File: config.mk
export PLATFORM = sky130hd
export DESIGN_NAME = sys_output_collector
export DESIGN_NICKNAME = d
export VERILOG_FILES = /design/src/rtl/tpu_pkg.sv /design/src/rtl/sync_fifo.sv /design/src/rtl/sys_output_collector.sv
export SDC_FILE = /design/constraint.sdc
export NUM_CORES = 1
export LEC_CHECK = 0
export CAP_MARGIN = 20
export CORE_ASPECT_RATIO = 1.2
export CORE_MARGIN = 5
export CORE_UTILIZATION = 40
export CTS_CLUSTER_SIZE = 28
export DETAILED_ROUTE_END_ITERATION = 8
export PLACE_DENSITY = 0.7
export SYNTH_ARGS = -nofsm -noshare
export SYNTH_HDL_FRONTEND = slang
export SYNTH_SLANG_ARGS = --single-unit
File: constraint.sdc
create_clock -name clk -period 6.4 [get_ports clk]
set_input_delay 1.92 -clock clk [delete_from_list [all_inputs] [get_ports clk]]
set_output_delay 1.92 -clock clk [all_outputs]
set_load 0.005 [all_outputs]
File: src/rtl/tpu_pkg.sv
// Shared TPU types: element format, default array size
// and the output-collector state encoding.
package tpu_pkg;

  localparam int SYS_DIM_DEFAULT = 2;

  typedef logic signed [15:0] fixed16_t;

  typedef enum logic [1:0] {
    COL_IDLE,
    COL_COLLECT,
    COL_DRAIN,
    COL_DONE
  } col_state_e;

endpackage

File: src/rtl/sync_fifo.sv
// Synchronous FIFO with registered storage; head entry is
// presented on dout_o. Push while full is accepted only with a pop.
module sync_fifo #(
  parameter int WIDTH = 8,
  parameter int DEPTH = 4
) (
  input  logic             clk,
  input  logic             rst,
  input  logic             push_i,
  input  logic [WIDTH-1:0] din_i,
  input  logic             pop_i,
  output logic [WIDTH-1:0] dout_o,
  output logic             full_o,
  output logic             empty_o
);

  localparam int AW = (DEPTH > 1) ? $clog2(DEPTH) : 1;
  localparam int CW = AW + 1;

  logic [WIDTH-1:0] mem_q [DEPTH];
  logic [AW-1:0]    wr_q;
  logic [AW-1:0]    rd_q;
  logic [CW-1:0]    cnt_q;
  logic             do_push;
  logic             do_pop;

  assign full_o  = (cnt_q == CW'(DEPTH));
  assign empty_o = (cnt_q == '0);
  assign do_pop  = pop_i && !empty_o;
  // A pop frees the slot the simultaneous push lands in.
  assign do_push = push_i && (!full_o || do_pop);
  assign dout_o  = mem_q[rd_q];

  always_ff @(posedge clk) begin
    if (rst) begin
      wr_q  <= '0;
      rd_q  <= '0;
      cnt_q <= '0;
      for (int i = 0; i < DEPTH; i++) begin
        mem_q[i] <= '0;
      end
    end else begin
      if (do_push) begin
        mem_q[wr_q] <= din_i;
        wr_q        <= wr_q + 1'b1;
      end
      if (do_pop) begin
        rd_q <= rd_q + 1'b1;
      end
      cnt_q <= cnt_q + CW'(do_push) - CW'(do_pop);
    end
  end

endmodule

File: src/rtl/sys_output_collector.sv
// De-skews systolic column results into row vectors and queues them
// for the unified buffer. Define COLLECTOR_RELU_EN to clamp negatives.
module sys_output_collector
  import tpu_pkg::*;
#(
  parameter int SYS_DIM    = SYS_DIM_DEFAULT,
  parameter int DATA_W     = $bits(fixed16_t),
  parameter int FIFO_DEPTH = 4,
  parameter int ROW_W      = 16
) (
  input  logic                      clk,
  input  logic                      rst,
  input  logic                      col_start,
  input  logic [ROW_W-1:0]          col_rows_in,
  input  logic [15:0]               col_size_in,
  input  logic [SYS_DIM*DATA_W-1:0] sys_data_out_x,
  input  logic [SYS_DIM-1:0]        sys_valid_out_x,
  output logic [SYS_DIM*DATA_W-1:0] ub_wr_data,
  output logic [ROW_W-1:0]          ub_wr_row,
  output logic                      ub_wr_valid,
  input  logic                      ub_wr_ready,
  output logic                      col_busy,
  output logic                      col_done,
  output logic                      col_overflow,
  output logic                      col_err
);

  localparam int VW = SYS_DIM * DATA_W;
  localparam int EW = ROW_W + VW;

  col_state_e         state_q, state_d;
  logic [ROW_W-1:0]   rows_q, rows_d;
  logic [ROW_W-1:0]   pushed_q, pushed_d;
  logic [ROW_W-1:0]   popped_q, popped_d;
  logic [SYS_DIM-1:0] mask_q, mask_d;
  logic               ovf_q, ovf_d;
  logic               err_q, err_d;

  logic [DATA_W-1:0]  al_data [SYS_DIM];
  logic [SYS_DIM-1:0] al_valid;

  // Column c waits SYS_DIM-1-c cycles to line up with the last column.
  for (genvar c = 0; c < SYS_DIM; c++) begin : g_skew
    localparam int D = SYS_DIM - 1 - c;
    if (D == 0) begin : g_pass
      assign al_data[c]  = sys_data_out_x[c*DATA_W +: DATA_W];
      assign al_valid[c] = sys_valid_out_x[c];
    end else begin : g_dly
      logic [DATA_W-1:0] dat_q [D];
      logic [D-1:0]      vld_q;
      always_ff @(posedge clk) begin
        if (rst) begin
          vld_q <= '0;
          for (int i = 0; i < D; i++) begin
            dat_q[i] <= '0;
          end
        end else begin
          vld_q    <= D'({vld_q, sys_valid_out_x[c]});
          dat_q[0] <= sys_data_out_x[c*DATA_W +: DATA_W];
          for (int i = 1; i < D; i++) begin
            dat_q[i] <= dat_q[i-1];
          end
        end
      end
      assign al_data[c]  = dat_q[D-1];
      assign al_valid[c] = vld_q[D-1];
    end
  end

  logic [VW-1:0]      row_vec;
  logic [DATA_W-1:0]  elem;
  logic               skew_mis;
  logic [15:0]        size_eff;
  logic [SYS_DIM-1:0] en_mask;

  always_comb begin
    row_vec  = '0;
    elem     = '0;
    skew_mis = 1'b0;
    for (int c = 0; c < SYS_DIM; c++) begin
      if (mask_q[c]) begin
        elem = al_data[c];
`ifdef COLLECTOR_RELU_EN
        if (elem[DATA_W-1]) begin
          elem = '0;
        end
`endif
        row_vec[c*DATA_W +: DATA_W] = elem;
        if (al_valid[c] != al_valid[0]) begin
          skew_mis = 1'b1;
        end
      end
    end
  end

  always_comb begin
    size_eff = col_size_in;
    if (col_size_in == 16'd0 || col_size_in > 16'(SYS_DIM)) begin
      size_eff = 16'(SYS_DIM);
    end
    for (int c = 0; c < SYS_DIM; c++) begin
      en_mask[c] = (16'(c) < size_eff);
    end
  end

  logic          fifo_full;
  logic          fifo_empty;
  logic [EW-1:0] fifo_dout;
  logic          push_req;
  logic          push_ok;
  logic          pop;

  assign ub_wr_valid = !fifo_empty;
  assign pop         = ub_wr_valid && ub_wr_ready;
  assign push_req    = (state_q == COL_COLLECT) && al_valid[0]
                       && (pushed_q != rows_q);
  assign push_ok     = push_req && (!fifo_full || pop);

  sync_fifo #(
    .WIDTH (EW),
    .DEPTH (FIFO_DEPTH)
  ) u_fifo (
    .clk     (clk),
    .rst     (rst),
    .push_i  (push_ok),
    .din_i   ({pushed_q, row_vec}),
    .pop_i   (pop),
    .dout_o  (fifo_dout),
    .full_o  (fifo_full),
    .empty_o (fifo_empty)
  );

  assign ub_wr_row  = fifo_dout[EW-1 -: ROW_W];
  assign ub_wr_data = fifo_dout[VW-1:0];

  always_comb begin
    state_d  = state_q;
    rows_d   = rows_q;
    mask_d   = mask_q;
    pushed_d = pushed_q;
    popped_d = popped_q + ROW_W'(pop);
    ovf_d    = ovf_q;
    err_d    = err_q;

    if (push_ok) begin
      pushed_d = pushed_q + 1'b1;
    end
    if (push_req && fifo_full && !pop) begin
      ovf_d = 1'b1;
    end
    if (state_q != COL_COLLECT && |sys_valid_out_x) begin
      err_d = 1'b1;
    end
    if (state_q == COL_COLLECT && skew_mis) begin
      err_d = 1'b1;
    end

    unique case (state_q)
      COL_IDLE: begin
        if (col_start) begin
          state_d  = COL_COLLECT;
          rows_d   = col_rows_in;
          mask_d   = en_mask;
          pushed_d = '0;
          popped_d = '0;
        end
      end
      COL_COLLECT: begin
        if (pushed_q == rows_q) begin
          state_d = COL_DRAIN;
        end
      end
      COL_DRAIN: begin
        if (popped_d == rows_q) begin
          state_d = COL_DONE;
        end
      end
      COL_DONE: state_d = COL_IDLE;
      default:  state_d = COL_IDLE;
    endcase
  end

  always_ff @(posedge clk) begin
    if (rst) begin
      state_q  <= COL_IDLE;
      rows_q   <= '0;
      mask_q   <= '0;
      pushed_q <= '0;
      popped_q <= '0;
      ovf_q    <= 1'b0;
      err_q    <= 1'b0;
    end else begin
      state_q  <= state_d;
      rows_q   <= rows_d;
      mask_q   <= mask_d;
      pushed_q <= pushed_d;
      popped_q <= popped_d;
      ovf_q    <= ovf_d;
      err_q    <= err_d;
    end
  end

  assign col_busy     = (state_q == COL_COLLECT) || (state_q == COL_DRAIN);
  assign col_done     = (state_q == COL_DONE);
  assign col_overflow = ovf_q;
  assign col_err      = err_q;

endmodule
=== Word-level counts from Yosys, hierarchy flattened ===
Memory sizes are Yosys's and may differ from the RTL's. A register that Yosys moved wholly into a read port is not among the register bits.
Index checks and enable logic that the tools add are counted.

* Register bits after elaboration: 62
* RAM bits: 208
* Bits of input ports: 70
* Output and inout port bits: 53
* Word-level logic and storage cells: 89
* Memories kept: 2

{| class="wikitable"
|+ Memory list
! memory !! depth !! bits a word !! rd ports !! clocked after memory_dff !! wr ports !! RTL line !! text
|-
| u_fifo.mem_q || 4 || 48 || 1 || 1 || 4 || sync_fifo.sv:20 || <nowiki>logic [WIDTH-1:0] mem_q [DEPTH];</nowiki>
|-
| g_skew[0].g_dly.dat_q || 1 || 16 || 1 || 0 || 1 || sys_output_collector.sv:49 || <nowiki>logic [DATA_W-1:0] dat_q [D];</nowiki>
|}

* $add $sub $neg: 6
* $lt $le $gt $ge: 3
* Equality and inequality tests: 12
* Muxes and demuxes: 29
* Reduce and logical (&&, ||, !) cells: 26

{| class="wikitable"
|+ Operators with widths
! cell !! count
|-
| 16-bit 2-to-1 mux || 9
|-
| 48-bit 2-to-1 mux || 1
|-
| 48-bit OR reduction || 1
|-
| 16-bit equality test || 2
|-
| 1-bit by 16-bit < comparator with 1-bit output (first input constant) || 2
|-
| 16-bit by 1-bit adder with 16-bit output || 1
|-
| 16-bit by 1-bit adder with 16-bit output (second input constant) || 1
|-
| 16-bit by 2-bit > comparator with 1-bit output (second input constant) || 1
|-
| 16-bit logical NOT || 1
|-
| 16-bit inequality test || 1
|-
| 16-bit OR reduction || 1
|-
| 1-bit 2-to-1 mux || 12
|-
| 2-bit 2-to-1 mux || 6
|-
| 1-bit logical AND || 10
|-
| 2-bit one-hot mux with 4 select lines || 1
|-
| 2-bit by 1-bit adder with 2-bit output (second input constant) || 2
|-
| 2-bit equality test (second input constant) || 2
|-
| 1-bit logical OR || 4
|-
| 2-bit by 1-bit inequality test with 1-bit output (second input constant) || 2
|-
| 2-bit inequality test (second input constant) || 2
|-
| 3-bit by 1-bit adder with 3-bit output || 1
|-
| 3-bit equality test (second input constant) || 1
|-
| 1-bit logical NOT || 3
|-
| 3-bit logical NOT || 1
|-
| 8 further kinds || 8
|}

=== Longest topological paths before layout ===
Gate-level depths: netlist of run 1.

* Word-level depth: 11
* Depth in mapped cells: 12
* Mapped depth without buffers: 11

=== By module ===
A second synthesis of run 1 with hierarchy kept.

* Cell total of the unflattened synthesis: 927
* Area, all modules: 12320.6 µm²

{| class="wikitable"
|+ By module, submodules not included
! module !! instances !! cells each !! area each (µm²) !! seq. area each (µm²)
|-
| sync_fifo || 1 || 512 || 8754.6 || 5945.7
|-
| sys_output_collector || 1 || 415 || 3565.9 || 1421.4
|}

=== Worst setup path before layout of run 1 ===
No wires, ideal clock.

* Kind: input to register
* From: input ub_wr_ready
* To: memory u_fifo.mem_q[0][0] in the netlist's numbering (enable)
* Setup time: 0.413 ns
* Arrival time: 4.071 ns
* Data required time: 5.987 ns
* Setup slack: 1.915 ns
* Cell stages on the path: 6
* Path buffers: 1
* Cell sequence: nor4b_1 > nor3_2 > nand2b_1 > or3_1 > clkbuf_1 > nand2b_1

{| class="wikitable"
|+ RTL lines
! item !! RTL line !! text
|-
| from (decl) || sys_output_collector.sv:21 || <nowiki>input logic ub_wr_ready,</nowiki>
|-
| to (decl) || sync_fifo.sv:20 ||
|}

=== Final worst setup path of run 1 ===
* From: input ub_wr_ready
* To: register state_q[1]

* Word-level cells in the longest chain between the ends: 5

{| class="wikitable"
|+ RTL lines
! item !! RTL line !! text
|-
| 1-bit logical AND || sys_output_collector.sv:114 || <nowiki>assign pop = ub_wr_valid && ub_wr_ready;</nowiki>
|-
| 16-bit by 1-bit adder with 16-bit output || sys_output_collector.sv:141 || <nowiki>popped_d = popped_q + ROW_W'(pop);</nowiki>
|-
| 16-bit equality test || sys_output_collector.sv:174 || <nowiki>if (popped_d == rows_q) begin</nowiki>
|-
| 2-bit inequality test (no line) || n/a ||
|-
| 3-bit AND reduction (no line) || n/a ||
|-
| to (signal assigned) || sys_output_collector.sv:193 || <nowiki>state_q <= state_d;</nowiki>
|-
| to (decl) || sys_output_collector.sv:31 || <nowiki>col_state_e state_q, state_d;</nowiki>
|}

No other way between the ends.
A chain may end at the register's enable or synchronous reset.

==> results of run 1 <==
## flip-flops by register name, indices dropped and copies added (netlist names), named ones only
signal / count
u_fifo.mem_q: 192
g_skew.g_dly.dat_q: 16
popped_q: 16
pushed_q: 16
rows_q: 16
u_fifo.cnt_q: 3
mask_q: 2
state_q: 2
u_fifo.rd_q: 2
u_fifo.wr_q: 2
col_err: 1
col_overflow: 1
g_skew.g_dly.vld_q: 1
## stage by stage
stage	area (sq um)	hold WS [ns]	utilization, %	total power (W)
5_1_grt	14500	0.529	49.1	0.00490
3_3_place_gp	13500	0.447	45.8	0.00308
6_report	14500	0.467	49.1	0.00469
2_1_floorplan	11900	0.432	-	0.00266
4_1_cts	14500	0.473	49.1	0.00476
3_5_place_dp	13500	0.457	45.8	0.00309
## layer usage
metal,GRT usage (%),up-vias,wire [um]
li1,-,3512,-
met1,18.0,3638,10200
met2,27.9,217,13200
met3,2.48,47,1400
met4,4.87,0,680
met5,0,-,0
## cell type report
type                       instances  area, sq um  area share, %
tap                              390          488           3.37
multi-input combinational        570         4150           28.7
inverter                          45          169           1.17
clock buffer                      36          793           5.49
sequential                       272         7370           51.0
clock inverter                    15          169           1.17
antenna                            1         2.50         0.0173
timing repair buffer             132         1320           9.10
## kinds of logic after synthesis
group | after synthesis | synth area share, %
xor gates and xnor gates | 56 | 4.37
buffers and inverters | 102 | 3.30
adders and majority gates | 11 | 1.22
DFF | 272 | 62.1
and+or+nand+nor | 404 | 16.8
muxes | 55 | 9.71
AOI/OAI and AO/OA | 44 | 2.47
## cells in the final DEF (no fill, tap or decap), types with 4 or more instances in the layout
cell / Yosys / final
clkbuf_1: 46 / 4
edfxtp_1: 192 / 192
nor2_1: 146 / 146
and2_1: 76 / 76
mux2i_1: 6 / 6
nor2b_1: 20 / 20
dfxtp_1: 80 / 78
nor4_1: 9 / 8
clkinv_2: 0 / 6
clkdlybuf4s50_1: 0 / 121
nor3_1: 6 / 5
inv_1: 45 / 45
a21oi_1: 22 / 22
xor2_1: 17 / 17
xnor2_1: 37 / 37
clkbuf_16: 0 / 30
ha_1: 10 / 10
nand2_1: 84 / 84
nand2b_1: 10 / 7
nand3_1: 7 / 7
mux4_2: 48 / 48
buf_4: 1 / 8
nand4_1: 17 / 17
or3_1: 6 / 6
## critical path, stage by stage
cell,delay [ns]
clkdlybuf4s50_1,0.49
and2_1,0.14
ha_1,0.21
ha_1,0.21
nand3_1,0.39
nor4_1,0.73
or3b_2,0.23
nand4_1,0.07
or4_1,0.43
o22ai_2,0.14
mux2i_1,0.19
## cell usage after synthesis (10+ instances only)
cell	number	area share, %
ha_1	10	1.1
xnor2_1	37	2.7
dfxtp_1	80	13
xor2_1	17	1.3
mux4_2	48	9.1
nor2_1	146	4.6
nand4_1	17	0.90
inv_1	45	1.4
clkbuf_1	46	1.5
and2_1	76	4.0
nor2b_1	20	1.1
edfxtp_1	192	49
nand2b_1	10	0.53
a21oi_1	22	0.93
nand2_1	84	2.7
## worst max path at each step
stage	start	depth (start not counted)	to
6_report	ub_wr_ready	11	state_q[1]
5_1_grt	ub_wr_ready	11	state_q[1]
4_1_cts	flop	2	ub_wr_row[7]
3_5_place_dp	ub_wr_ready	11	state_q[1]
3_3_place_gp	ub_wr_ready	11	state_q[1]
2_1_floorplan	ub_wr_ready	6	u_fifo.mem_q[0][0]
## power by group through the flow
| stage | clock (W) | sequential [W] | combinational, W |
|---|---|---|---|
| after floorplan | 0 | 0.00207 | 0.000590 |
| after global placement | 0 | 0.00218 | 0.000900 |
| after detailed placement | 0 | 0.00219 | 0.000903 |
| after CTS | 0.00170 | 0.00215 | 0.000910 |
| after global routing | 0.00177 | 0.00216 | 0.000967 |
| final | 0.00166 | 0.00214 | 0.000893 |
==> results.sh, run 1 <==
export IMPL_outcome="completed"
export IMPL_drv_cap=0
export IMPL_ir_drop_mv=0.225
export IMPL_cts_tree="done"
export IMPL_tightestPinTransition_ns=1.09
export IMPL_power_frac_seq_pct=45.6
export IMPL_drt_initial_drc_count=409
export IMPL_area_growth_syn_to_layout_pct=21.9
export IMPL_final_cells=1461
export IMPL_synth_area_per_cell_sq_um=12.6
export IMPL_gr_total_overflow=0
export IMPL_timing_final_crit_period_ns=4.69
export IMPL_r2r_cells=11
export IMPL_switching_share_pct=24.9
export IMPL_initial_core_util_pct=40.3
export IMPL_yosysSeqAreaShare_pct=62.1
export IMPL_numCtsBuffers=28
export IMPL_cp_arrival_ns=5.16
export IMPL_slew_viol_final=0
export IMPL_vias=7414
export IMPL_p_switching_w=0.00117
export IMPL_max_slew_margin_pct=27.0
export IMPL_fp_dieArea_sq_um=33200
export IMPL_final_setup_tns_ns=0
export IMPL_hpwl_mm=16.5
export IMPL_p_leak_nw=5.14
export IMPL_synth_async_reset_ratio_pct=0
export IMPL_core_sq_um=29400
export IMPL_timing_final_ws_setup_ns=1.71
export IMPL_grt_max_degree=59
export IMPL_dp_slack_ns=1.19
export IMPL_wl_mm=25.5
export IMPL_drc_errors=0
export IMPL_track_usage_pct=15.1
export IMPL_synth_cells=944
export IMPL_hold_end="mask_q[0]"
export IMPL_timing_rr_end="state_q[1]"
export IMPL_cts_sinks=272
export IMPL_fillers=2522
export IMPL_postCtsSetupBuffers=0
export IMPL_antenna_found_initial=1
export IMPL_grt_setup_unrepaired="false"
export IMPL_power_density_nw_per_um2=325
export IMPL_gp_congestion=0.843
export IMPL_setup_violations=0
export IMPL_skew_ns=0.0142
export IMPL_ys_flop_type="edfxtp_1"
export IMPL_io_buffers=122
export IMPL_r2r_start="u_fifo.cnt_q[1]"
export IMPL_ioPinCount=123
export IMPL_combPwrFrac_pct=19.0
export IMPL_yosys_warnings=0
export IMPL_hold_start="mask_q[0]"
export IMPL_timing_fmax_mhz=213
export IMPL_num_rows=69
export IMPL_p_clk_share_pct=35.4
export IMPL_nets=1130
export IMPL_clockRootBuffer="clkbuf_16"
export IMPL_synth_edf_count=192
export IMPL_first_pass_iters=7
export IMPL_clkLatencyLatePin_ns=0.53
export IMPL_final_antenna_net_count=0
export IMPL_p_int_w=0.00352
export IMPL_syn_num_nets=1025
export IMPL_cts_reportedPaths_clkPinSlew_ns=0.06
export IMPL_avgRoutedWirePerCell_um=17.5
export IMPL_hold_depth=2
export IMPL_cp_required_ns=6.86
export IMPL_path_class="in -> reg"
export IMPL_dp_cells=1409
export IMPL_grt_pass1_vias=7634
export IMPL_post_route_period_util_pct=73.3
export IMPL_cp_start_kind="input port"
export IMPL_hold_viol=0
export IMPL_synth_cell_types=59
export IMPL_die_w_um=167
export IMPL_grt_pass1_wl_mm=40.3
export IMPL_cp_max_fo=13
export IMPL_clockBufferDepth=3
export IMPL_cts_hold_buf=0
export IMPL_ff2ff_setup_slack_ns=3.00
export IMPL_syn_area_sq_um=11900
export IMPL_cts_repair_resized=0
export IMPL_vias_per_cell=5.07
export IMPL_cts_htree_levels=1
export IMPL_die_y_um=199
export IMPL_ys_seq_elements=272
export IMPL_drive_gt1_share_pct=11.8
export IMPL_end_kind="flop"
export IMPL_min_path_type="reg -> reg"
(Power assumes the default switching activity.)
==> run 2, diff against run 1 <==
==> constraint.sdc (replaced) <==
create_clock -name clk -period 4.7 [get_ports clk]
set_input_delay 1.41 -clock clk [delete_from_list [all_inputs] [get_ports clk]]
set_output_delay 1.41 -clock clk [all_outputs]
set_load 0.005 [all_outputs]
==> results.sh, run 2 (synthesized netlist as in run 1, its figures left out) <==
export IMPL_outcome="completed"
export IMPL_p_int_w=0.00479
export IMPL_path_class="in -> reg"
export IMPL_vias_per_cell=5.06
export IMPL_setup_violations=0
export IMPL_cts_hold_buf=0
export IMPL_tightestPinTransition_ns=0.841
export IMPL_hold_depth=2
export IMPL_p_leak_nw=5.18
export IMPL_slew_viol_final=0
export IMPL_post_route_period_util_pct=86.5
export IMPL_layout_common_cells="edfxtp_1 (192), nor2_1 (146), clkdlybuf4s50_1 (121)"
export IMPL_skew_ns=0.00806
export IMPL_track_usage_pct=15.2
export IMPL_power_frac_seq_pct=44.9
export IMPL_switching_share_pct=24.7
export IMPL_p_switching_w=0.00157
export IMPL_wl_mm=25.6
export IMPL_die_w_um=167
export IMPL_die_y_um=199
export IMPL_hpwl_mm=16.5
export IMPL_initial_core_util_pct=40.3
export IMPL_end_kind="flop"
export IMPL_top_register="u_fifo.mem_q"
export IMPL_gp_congestion=0.872
export IMPL_largest_reg_flops=192
export IMPL_postCtsSetupBuffers=0
export IMPL_drc_errors=0
export IMPL_path_delay_family="simple AND/OR/NAND/NOR gates"
export IMPL_max_slew_margin_pct=43.9
export IMPL_clockBufferDepth=3
export IMPL_hold_viol=0
export IMPL_vias=7444
export IMPL_cp_slowest_cell="or4_1"
export IMPL_timing_fmax_mhz=246
export IMPL_cp_num_buf_inv=2
export IMPL_path_depth=12
export IMPL_fillers=2549
export IMPL_io_buffers=122
export IMPL_core_sq_um=29400
export IMPL_cp_required_ns=5.14
export IMPL_first_pass_iters=5
export IMPL_power_w=0.00636
export IMPL_grt_max_degree=49
export IMPL_cp_start_kind="input port"
export IMPL_cts_repair_resized=0
export IMPL_numCtsBuffers=26
export IMPL_slowest_delay_ns=0.53
export IMPL_clkLatencyLatePin_ns=0.52
export IMPL_drv_cap=0
export IMPL_whs_ns=0.458
export IMPL_drt_initial_drc_count=546
export IMPL_cp_common_cell="ha_1"
export IMPL_final_antenna_net_count=0
export IMPL_avgRoutedWirePerCell_um=17.4
export IMPL_final_common_cell="edfxtp_1"
export IMPL_clockRootBuffer="clkbuf_16"
export IMPL_grt_pass1_vias=7684
export IMPL_grt_setup_unrepaired="false"
export IMPL_drive_gt1_share_pct=12.1
export IMPL_min_path_type="reg -> reg"
export IMPL_ioPinCount=123
export IMPL_cts_reportedPaths_clkPinSlew_ns=0.06
export IMPL_final_cells=1471
export IMPL_area_growth_syn_to_layout_pct=22.3
export IMPL_power_density_nw_per_um2=438
export IMPL_timing_final_crit_period_ns=4.07
export IMPL_p_clk_share_pct=34.4
export IMPL_cp_arrival_ns=4.51
export IMPL_combPwrFrac_pct=20.7
export IMPL_grt_pass1_wl_mm=40.7
export IMPL_r2r_cells=12
export IMPL_fp_dieArea_sq_um=33200
export IMPL_ff2ff_setup_slack_ns=1.29
export IMPL_antenna_found_initial=1
export IMPL_final_setup_tns_ns=0
export IMPL_num_rows=69
export IMPL_cp_max_fo=10
export IMPL_dp_slack_ns=0.136
export IMPL_dp_cells=1422
export IMPL_cts_tree="done"
export IMPL_nets=1141
export IMPL_ir_drop_mv=0.244
export IMPL_timing_final_ws_setup_ns=0.632
export IMPL_gr_total_overflow=0
export IMPL_worstPathCellList="clkdlybuf4s50_1 -> and2_1 -> ha_1 -> ha_1 -> nand3_1 -> buf_4 -> a2bb2oi_1 -> a221oi_1 -> o2111ai_1 -> or4_1 -> o22ai_2 -> mux2i_1"
export IMPL_cts_htree_levels=1
export IMPL_cts_sinks=272
==> run 2: tightest hold or removal path: stages (launching register included) <==
cell	delay, ns
dfxtp_1	0.32
nor2_1	0.04
nor2_1	0.07
==> run 2: cell type report <==
cell class	instances	area, sq um	share of cell area [%]
Antenna cell	1	2.50	0.0172
Sequential cell	272	7370	50.8
Inverter	45	169	1.16
Clock buffer	34	732	5.04
Clock inverter	14	176	1.22
Multi-Input combinational cell	570	4120	28.4
Timing Repair Buffer	145	1450	10.0
Tap cell	390	488	3.36
==> run 2: path summary, 6_finish.rpt <==
kind | startpoint | endpoint
max reg2reg | u_fifo.cnt_q[1] | state_q[1]
min | mask_q[0] | mask_q[0]
min reg2reg | mask_q[0] | mask_q[0]
max | ub_wr_ready | state_q[1]
==> run 2: through the flow <==
step | area [sq um] | util [%]
2_1_floorplan | 11900 | -
3_3_place_gp | 13600 | 46.2
3_5_place_dp | 13600 | 46.2
4_1_cts | 14500 | 49.3
5_1_grt | 14500 | 49.3
6_report | 14500 | 49.3
==> run 2: metal layers <==
layer,vias to the layer above,share of wire (%),GRT usage (%)
met4,0,2.4,4.99
met3,47,5.4,2.62
met5,-,0,0
li1,3533,-,-
met2,213,51,27.4
met1,3651,41,18.6
==> run 2: power by group through the flow <==
| stage | sequential, W | combinational [W] | clock (W) |
|---|---|---|---|
| 2_1_floorplan | 0.00281 | 0.000804 | 0 |
| 3_3_place_gp | 0.00290 | 0.00133 | 0 |
| 3_5_place_dp | 0.00291 | 0.00134 | 0 |
| 4_1_cts | 0.00286 | 0.00134 | 0.00223 |
| 5_1_grt | 0.00288 | 0.00143 | 0.00233 |
| 6_report | 0.00285 | 0.00131 | 0.00219 |
